==> src/rtl/n101_qspi_shift_engine_pkg.sv <==
// Shared definitions for the QSPI shift engine: protocol codes, FSM states and
// beat-width helpers used to pick and shift the data lanes.
package n101_qspi_defines;

    localparam logic [1:0] PROTO_SINGLE = 2'd0;
    localparam logic [1:0] PROTO_DUAL   = 2'd1;
    localparam logic [1:0] PROTO_QUAD   = 2'd2;

    typedef enum logic [1:0] {
        ST_IDLE  = 2'd0,
        ST_SETUP = 2'd1,
        ST_SHIFT = 2'd2,
        ST_HOLD  = 2'd3
    } state_t;

    // Protocol code 3 is not defined and falls back to single-lane width.
    function automatic logic [2:0] beat_width(input logic [1:0] proto);
        case (proto)
            PROTO_DUAL: return 3'd2;
            PROTO_QUAD: return 3'd4;
            default:    return 3'd1;
        endcase
    endfunction

    function automatic logic [3:0] beat_out(input logic [7:0] sr, input logic [1:0] proto,
                                            input logic endian);
        case (beat_width(proto))
            3'd2:    return endian ? {2'b00, sr[1:0]} : {2'b00, sr[7:6]};
            3'd4:    return endian ? sr[3:0] : sr[7:4];
            default: return endian ? {3'b000, sr[0]} : {3'b000, sr[7]};
        endcase
    endfunction

    function automatic logic [7:0] shift_in(input logic [7:0] sr, input logic [3:0] din,
                                            input logic [1:0] proto, input logic endian);
        case (beat_width(proto))
            3'd2:    return endian ? {din[1:0], sr[7:2]} : {sr[5:0], din[1:0]};
            3'd4:    return endian ? {din[3:0], sr[7:4]} : {sr[3:0], din[3:0]};
            default: return endian ? {din[0], sr[7:1]} : {sr[6:0], din[0]};
        endcase
    endfunction

    // Single lane runs full duplex, so its output lane is enabled whatever the direction.
    function automatic logic [3:0] oe_mask(input logic [1:0] proto, input logic iodir);
        case (beat_width(proto))
            3'd2:    return iodir ? 4'b0011 : 4'b0000;
            3'd4:    return iodir ? 4'b1111 : 4'b0000;
            default: return 4'b0001;
        endcase
    endfunction

endpackage

==> src/rtl/n101_qspi_shift_engine_sck_div.sv <==
// SCK half-period generator: a down-counter that ticks every load_value+1 clocks
// and restarts from the new divider value when a frame starts.
module n101_qspi_sck_div #(
    parameter int DIV_W = 12
) (
    input  logic             clock,
    input  logic             reset,
    input  logic             restart,
    input  logic [DIV_W-1:0] load_value,
    output logic             tick
);

    logic [DIV_W-1:0] count;

    always_ff @(posedge clock or posedge reset) begin
        if (reset) begin
            count <= '0;
        end else if (restart || (count == '0)) begin
            count <= load_value;
        end else begin
            count <= count - 1'b1;
        end
    end

    assign tick = !restart && (count == '0);

endmodule

==> src/rtl/n101_qspi_shift_engine.sv <==
// QSPI physical-layer shift engine: serialises one link frame per request onto
// SCK/CS/DQ and returns the shifted-in byte on the link rx channel.
module n101_qspi_shift_engine
    import n101_qspi_defines::*;
#(
    parameter int   DIV_W   = 12,
    parameter logic CS_IDLE = 1'b1
) (
    input  logic             clock,
    input  logic             reset,
    input  logic [DIV_W-1:0] ctrl_sck_div,
    input  logic             ctrl_sck_pol,
    input  logic             ctrl_sck_pha,
    input  logic             link_tx_valid,
    input  logic [7:0]       link_tx_bits,
    output logic             link_tx_ready,
    input  logic [7:0]       link_cnt,
    input  logic [1:0]       link_fmt_proto,
    input  logic             link_fmt_endian,
    input  logic             link_fmt_iodir,
    input  logic             link_cs_set,
    input  logic             link_cs_clear,
    input  logic             link_cs_hold,
    input  logic             link_lock,
    output logic             link_rx_valid,
    output logic [7:0]       link_rx_bits,
    output logic             link_active,
    output logic             sck,
    output logic             cs_n,
    output logic [3:0]       dq_o,
    output logic [3:0]       dq_oe,
    input  logic [3:0]       dq_i
);

    state_t           state, state_next;
    logic [DIV_W-1:0] div_q;
    logic             pol_q, pha_q, endian_q, iodir_q, cs_clear_q;
    logic [1:0]       proto_q;
    logic [3:0]       cnt_q, cnt_sat;
    logic [4:0]       hp_idx, hp_last;
    logic [7:0]       sr, sr_next;
    logic [3:0]       din;
    logic             fire, tick, cs_asserted, sample_edge, enter_hold;
    logic             unused_inputs;

    assign unused_inputs = ^{link_lock, link_cnt[7:4]};

    assign fire          = link_tx_valid && (state == ST_IDLE);
    assign link_tx_ready = (state == ST_IDLE);
    assign link_active   = (state != ST_IDLE);
    assign cs_asserted   = (cs_n != CS_IDLE);
    assign cnt_sat       = (link_cnt[3:0] > 4'd8) ? 4'd8 : link_cnt[3:0];
    assign hp_last       = {cnt_q, 1'b0} - 5'd1;

    n101_qspi_sck_div #(.DIV_W(DIV_W)) u_sck_div (
        .clock      (clock),
        .reset      (reset),
        .restart    (fire),
        .load_value (fire ? ctrl_sck_div : div_q),
        .tick       (tick)
    );

    // Even half-periods end on the leading SCK edge; CPHA picks which edge samples.
    assign din         = (beat_width(proto_q) == 3'd1) ? {3'b000, dq_i[1]} : dq_i;
    assign sample_edge = tick && (state == ST_SHIFT) && (hp_idx[0] == pha_q);
    assign sr_next     = sample_edge ? shift_in(sr, din, proto_q, endian_q) : sr;

    always_ff @(posedge clock or posedge reset) begin
        if (reset) begin
            state <= ST_IDLE;
        end else begin
            state <= state_next;
        end
    end

    always_comb begin
        state_next = state;
        dq_oe      = 4'b0000;
        case (state)
            ST_IDLE: begin
                if (fire) begin
                    if (!cs_asserted && link_cs_set) state_next = ST_SETUP;
                    else if (cnt_sat == 4'd0)        state_next = ST_HOLD;
                    else                             state_next = ST_SHIFT;
                end
            end
            ST_SETUP: begin
                dq_oe = oe_mask(proto_q, iodir_q);
                if (tick) state_next = (cnt_q == 4'd0) ? ST_HOLD : ST_SHIFT;
            end
            ST_SHIFT: begin
                dq_oe = oe_mask(proto_q, iodir_q);
                if (tick && (hp_idx == hp_last)) state_next = ST_HOLD;
            end
            ST_HOLD: begin
                if (tick) state_next = ST_IDLE;
            end
            default: state_next = ST_IDLE;
        endcase
        enter_hold = (state_next == ST_HOLD) && (state != ST_HOLD);
    end

    // Frame configuration is captured at fire and stays frozen until the next fire.
    always_ff @(posedge clock or posedge reset) begin
        if (reset) begin
            div_q         <= '0;
            pol_q         <= 1'b0;
            pha_q         <= 1'b0;
            proto_q       <= PROTO_SINGLE;
            endian_q      <= 1'b0;
            iodir_q       <= 1'b0;
            cnt_q         <= 4'd0;
            cs_clear_q    <= 1'b0;
            sr            <= 8'h00;
            hp_idx        <= 5'd0;
            sck           <= 1'b0;
            cs_n          <= CS_IDLE;
            dq_o          <= 4'b0000;
            link_rx_valid <= 1'b0;
            link_rx_bits  <= 8'h00;
        end else begin
            link_rx_valid <= enter_hold;
            if (enter_hold) link_rx_bits <= fire ? link_tx_bits : sr_next;

            if (fire) begin
                div_q      <= ctrl_sck_div;
                pol_q      <= ctrl_sck_pol;
                pha_q      <= ctrl_sck_pha;
                proto_q    <= link_fmt_proto;
                endian_q   <= link_fmt_endian;
                iodir_q    <= link_fmt_iodir;
                cnt_q      <= cnt_sat;
                cs_clear_q <= link_cs_clear;
                sr         <= link_tx_bits;
                hp_idx     <= 5'd0;
                sck        <= ctrl_sck_pol;
                if (link_cs_set)   cs_n <= ~CS_IDLE;
                if (!ctrl_sck_pha) dq_o <= beat_out(link_tx_bits, link_fmt_proto, link_fmt_endian);
            end else begin
                sr <= sr_next;
                if (state == ST_SHIFT) begin
                    if (tick) begin
                        sck    <= ~sck;
                        hp_idx <= hp_idx + 5'd1;
                        if (!hp_idx[0]) dq_o <= beat_out(sr_next, proto_q, endian_q);
                    end
                end else begin
                    sck <= pol_q;
                end
                if ((state == ST_HOLD) && tick && cs_clear_q && !link_cs_hold) cs_n <= CS_IDLE;
                if ((state == ST_IDLE) && cs_asserted && link_cs_clear && !link_cs_hold) cs_n <= CS_IDLE;
            end
        end
    end

endmodule

==> config.mk <==
export PLATFORM = sky130hd
export DESIGN_NAME = n101_qspi_shift_engine
export DESIGN_NICKNAME = d
export VERILOG_FILES = /design/src/rtl/n101_qspi_shift_engine_pkg.sv /design/src/rtl/n101_qspi_shift_engine_sck_div.sv /design/src/rtl/n101_qspi_shift_engine.sv
export SDC_FILE = /design/constraint.sdc
export NUM_CORES = 1
export LEC_CHECK = 0
export ABC_CLOCK_PERIOD_IN_PS = 3500
export CAP_MARGIN = 10
export CORE_ASPECT_RATIO = 0.9
export CORE_MARGIN = 5
export CORE_UTILIZATION = 50
export DETAILED_ROUTE_END_ITERATION = 10
export PLACE_DENSITY = 0.81
export SETUP_SLACK_MARGIN = 0.2
export SLEW_MARGIN = 15
export SYNTH_ARGS = -nofsm -noshare
export SYNTH_HDL_FRONTEND = slang
export SYNTH_SLANG_ARGS = --single-unit
==> constraint.sdc <==
create_clock -name clock -period 3.5 [get_ports clock]
set_input_delay 0.7 -clock clock [delete_from_list [all_inputs] [get_ports clock]]
set_output_delay 0.7 -clock clock [all_outputs]
set_load 0.02 [all_outputs]
==> flow_summary.yaml, run 1 <==
detailed_routing:
  ant_nets: 0
  drc: 0
  avgRoutedWirePerCell_um: 17.0
  vias: 3325
  via_per_inst: 5.76
  firstDrtPassIters: 4
  drt-initial-drc-count: 210
  totalWireLength_um: 9810
cts:
  clock_sinks: 65
  clock_path_buffers: 2
  htree_num_levels: 3
  clk_pin_slew_ns: 0.07
  cts_tree: "built"
  cts-hold-fix-buffers: 0
  post_cts_buffers: 0
  numCtsBuffers: 9
  clk-insertion-delay-late_ns: 0.35
  cts_resized: 0
  cts_root_buffer: "clkbuf_8"
critical_path:
  path_cells: "inv_1 -> ha_1 -> a21oi_1 -> and4_1 -> nor2_1 -> or4_4 -> a221oi_4 -> mux2_2"
  critPathCaptureType: "flop"
  r2r_cells: 8
  r2r_slack_ns: 0.51
  crit_type: "reg -> reg"
  path_depth: 8
  required_ns: 3.74
  crit_buf_inv: 1
  start_kind: "flop"
  worstPathMaxFanout: 9
  reg2reg_to: "link_rx_bits[7]"
  crit_path_top_delay_cell: "a221oi_4"
  max_stage_delay_ns: 0.57
  arrival_ns: 3.23
  worstSetupStartpoint: "state[0]"
  rr_startpoint: "state[0]"
  critical_path.endpoint: "link_rx_bits[7]"
  cpLargestDelayFamily: "simple AND/OR/NAND/NOR gates"
place:
  gp_congestion: 0.918
  io_buffers: 60
  hpwl_um: 7090
  place_ws_ns: 0.212
pwr:
  peakVddDrop_mv: 0.500
  clockPowerShare_pct: 17.3
  power.internal_w: 0.00259
  p_leak_nw: 2.12
  p_comb_share_pct: 51.0
  power_switching_w: 0.00181
  pwr-share-seq_pct: 31.7
  power_per_cell_area_nw_per_um2: 910
  swShare_pct: 41.2
synth:
  ys.flop_type: "dfrtp_1"
  async_reset_ff_share_pct: 100
  ys_warn_count: 0
  ys_ff_latch: 65
  syn_avg_cell_area_um2: 9.30
  syn_nets: 475
  synth-seq-area-share_pct: 42.0
  synth.distinct_cells: 55
  synth_edf_count: 0
  syn_area_um2: 3880
  postSynthCellCount: 417
die:
  initial_utilization_pct: 51.4
  coreArea_um2: 7540
  row_count: 30
  die_x_um: 103
  dieArea_um2: 9620
  ios: 66
  chipHeight_um: 93.6
cells_and_area:
  mostFrequentLayoutCells: "nand2_1 (71), dfrtp_1 (64), clkdlybuf4s50_1 (60)"
  syn_to_final_growth_pct: 24.6
  drive_gt1_share_pct: 11.9
  final_common_cell: "nand2_1"
  fin_nets: 534
  diodes: 0
timing:
  tightest_slew_ns: 0.569
  setup_viol_count_final: 0
  fin_crit_sh_pct: 85.5
  drv_slew: 0
  setup_ws_ns: 0.509
  clock.fmax_mhz: 334
  finalHoldViolCount: 0
  post-route-min-period_ns: 2.99
  finalClockSkew_ns: 0.00964
  tns_ns: 0
  relSlewSlack_pct: 62.0
  rsz0062_at_grt: "no"
global_routing:
  grt_pass1_vias: 3218
  grt_use_total_pct: 21.3
  overflow: 0
  grt_max_degree: 54
  grt_pass1_wl_um: 16000
  antenna_found_initial: 0
worst_hold_path:
  holdPathStages: 2
  hold_path.class: "reg -> reg"
job:
  maxCapViolations: 0
outcome:
  outcome: "finished, final reports clean"
==> cells by family (layout without fill, tap and decap cells) <==
logic type,Yosys count,after routing,synth area share [%]
AO/OA/AOI/OAI,90,90,15.1
buffers and inverters,36,100,3.58
multiplexers,38,38,10.6
flip-flops,65,65,42.0
AND/OR/NAND/NOR,155,155,20.1
XOR/XNOR,20,20,4.51
adder cells (fa/ha/maj),13,13,4.19
==> power by group through the flow <==
stage | clock network (W) | registers (W) | logic [W]
floorplan | 0 | 0.00139 | 0.00152
global placement | 0 | 0.00138 | 0.00217
detailed placement | 0 | 0.00139 | 0.00222
CTS | 0.000772 | 0.00139 | 0.00224
global route | 0.000800 | 0.00144 | 0.00246
finish | 0.000761 | 0.00139 | 0.00224
==> synth_stat cells (all sizes together), types with 2 or more instances <==
master | number | area share (%)
buf | 3 | 0.39
o22a | 2 | 0.45
nor2b | 11 | 1.8
nand3b | 2 | 0.39
clkbuf | 18 | 1.7
or4 | 5 | 1.1
or3 | 3 | 0.48
nor4 | 5 | 1.4
nand3 | 4 | 0.52
nand2 | 71 | 6.9
mux2i | 13 | 3.4
nand4 | 5 | 0.81
nor2 | 23 | 2.3
mux2 | 25 | 7.3
o31ai | 5 | 0.97
a211oi | 5 | 0.97
a31oi | 2 | 0.32
a21oi | 21 | 2.7
and2 | 6 | 0.97
a21o | 6 | 1.2
xnor2 | 10 | 2.3
inv | 15 | 1.5
a22oi | 5 | 0.97
nor3 | 6 | 0.77
ha | 13 | 4.2
a221oi | 5 | 1.6
xor2 | 10 | 2.3
dfrtp | 64 | 41
nand2b | 3 | 0.48
o21ai | 29 | 3.7
a2111oi | 3 | 0.68
nor3b | 4 | 0.77
==> metal layers <==
| metal | vias to the layer above | part of all wire [%] | global-route usage, % |
|---|---|---|---|
| li1 | 1593 | - | - |
| met1 | 1596 | 47 | 30.9 |
| met2 | 124 | 45 | 31.5 |
| met3 | 12 | 6.8 | 5.89 |
| met4 | 0 | 1.1 | 5.18 |
| met5 | - | 0 | 0 |
==> worst min path at each step <==
stage              from  endpoint  slack [ns]
2_1_floorplan  div_q[0]  div_q[0]        0.44
3_3_place_gp      pol_q     pol_q        0.45
3_5_place_dp   div_q[4]  div_q[4]        0.46
4_1_cts        div_q[7]  div_q[7]        0.48
5_1_grt        div_q[4]  div_q[4]        0.51
6_report       div_q[4]  div_q[4]        0.48
==> worst min-delay path: stages (launching register included) <==
cell     delay, ns
dfrtp_1       0.33
nand2_1       0.05
nand2_1       0.07
==> cell type report <==
class / count / area [um^2]
fill: 632 / 2710
multi-input combinational: 316 / 2110
sequential: 65 / 1630
timing repair buffer: 69 / 681
clock buffer: 11 / 131
tap: 96 / 120
clock inverter: 5 / 104
inverter: 15 / 56.3
==> per-stage QoR <==
step	hold slack, ns	total power (W)	utilization, %	instances	cell area (um^2)
5_1_grt	0.509	0.00470	64.1	577	4830
4_1_cts	0.482	0.00440	64.1	577	4830
3_5_place_dp	0.460	0.00362	60.9	561	4600
3_3_place_gp	0.454	0.00355	60.9	561	4600
2_1_floorplan	0.436	0.00291	-	417	3880
6_report	0.481	0.00440	64.1	577	4830
==> flip-flops by register name, summed over array words and instances, names as in the netlist, 2 cells and up <==
register         cells
dq_o                 4
cnt_q                4
sr                   8
hp_idx               5
div_q               12
link_rx_bits         8
proto_q              2
state                2
u_sck_div.count     12
Power figures use the tool's default switching activity.
==> inputs of run 2 (changes only) <==
--- a/config.mk
+++ b/config.mk
@@ -17,3 +17,4 @@
 export SYNTH_ARGS = -nofsm -noshare
 export SYNTH_HDL_FRONTEND = slang
 export SYNTH_SLANG_ARGS = --single-unit
+export TNS_END_PERCENT = 100
==> results of run 2 <==
No change in the layout: final DEF, timing and power equal those of run 1.
==> inputs of run 3 (changes only) <==
--- a/config.mk
+++ b/config.mk
@@ -13,6 +13,7 @@
 export DETAILED_ROUTE_END_ITERATION = 10
 export PLACE_DENSITY = 0.81
 export SETUP_SLACK_MARGIN = 0.2
+export SKIP_LAST_GASP = 1
 export SLEW_MARGIN = 15
 export SYNTH_ARGS = -nofsm -noshare
 export SYNTH_HDL_FRONTEND = slang
==> results of run 3 <==
No change in the layout: final DEF, timing and power equal those of run 1.
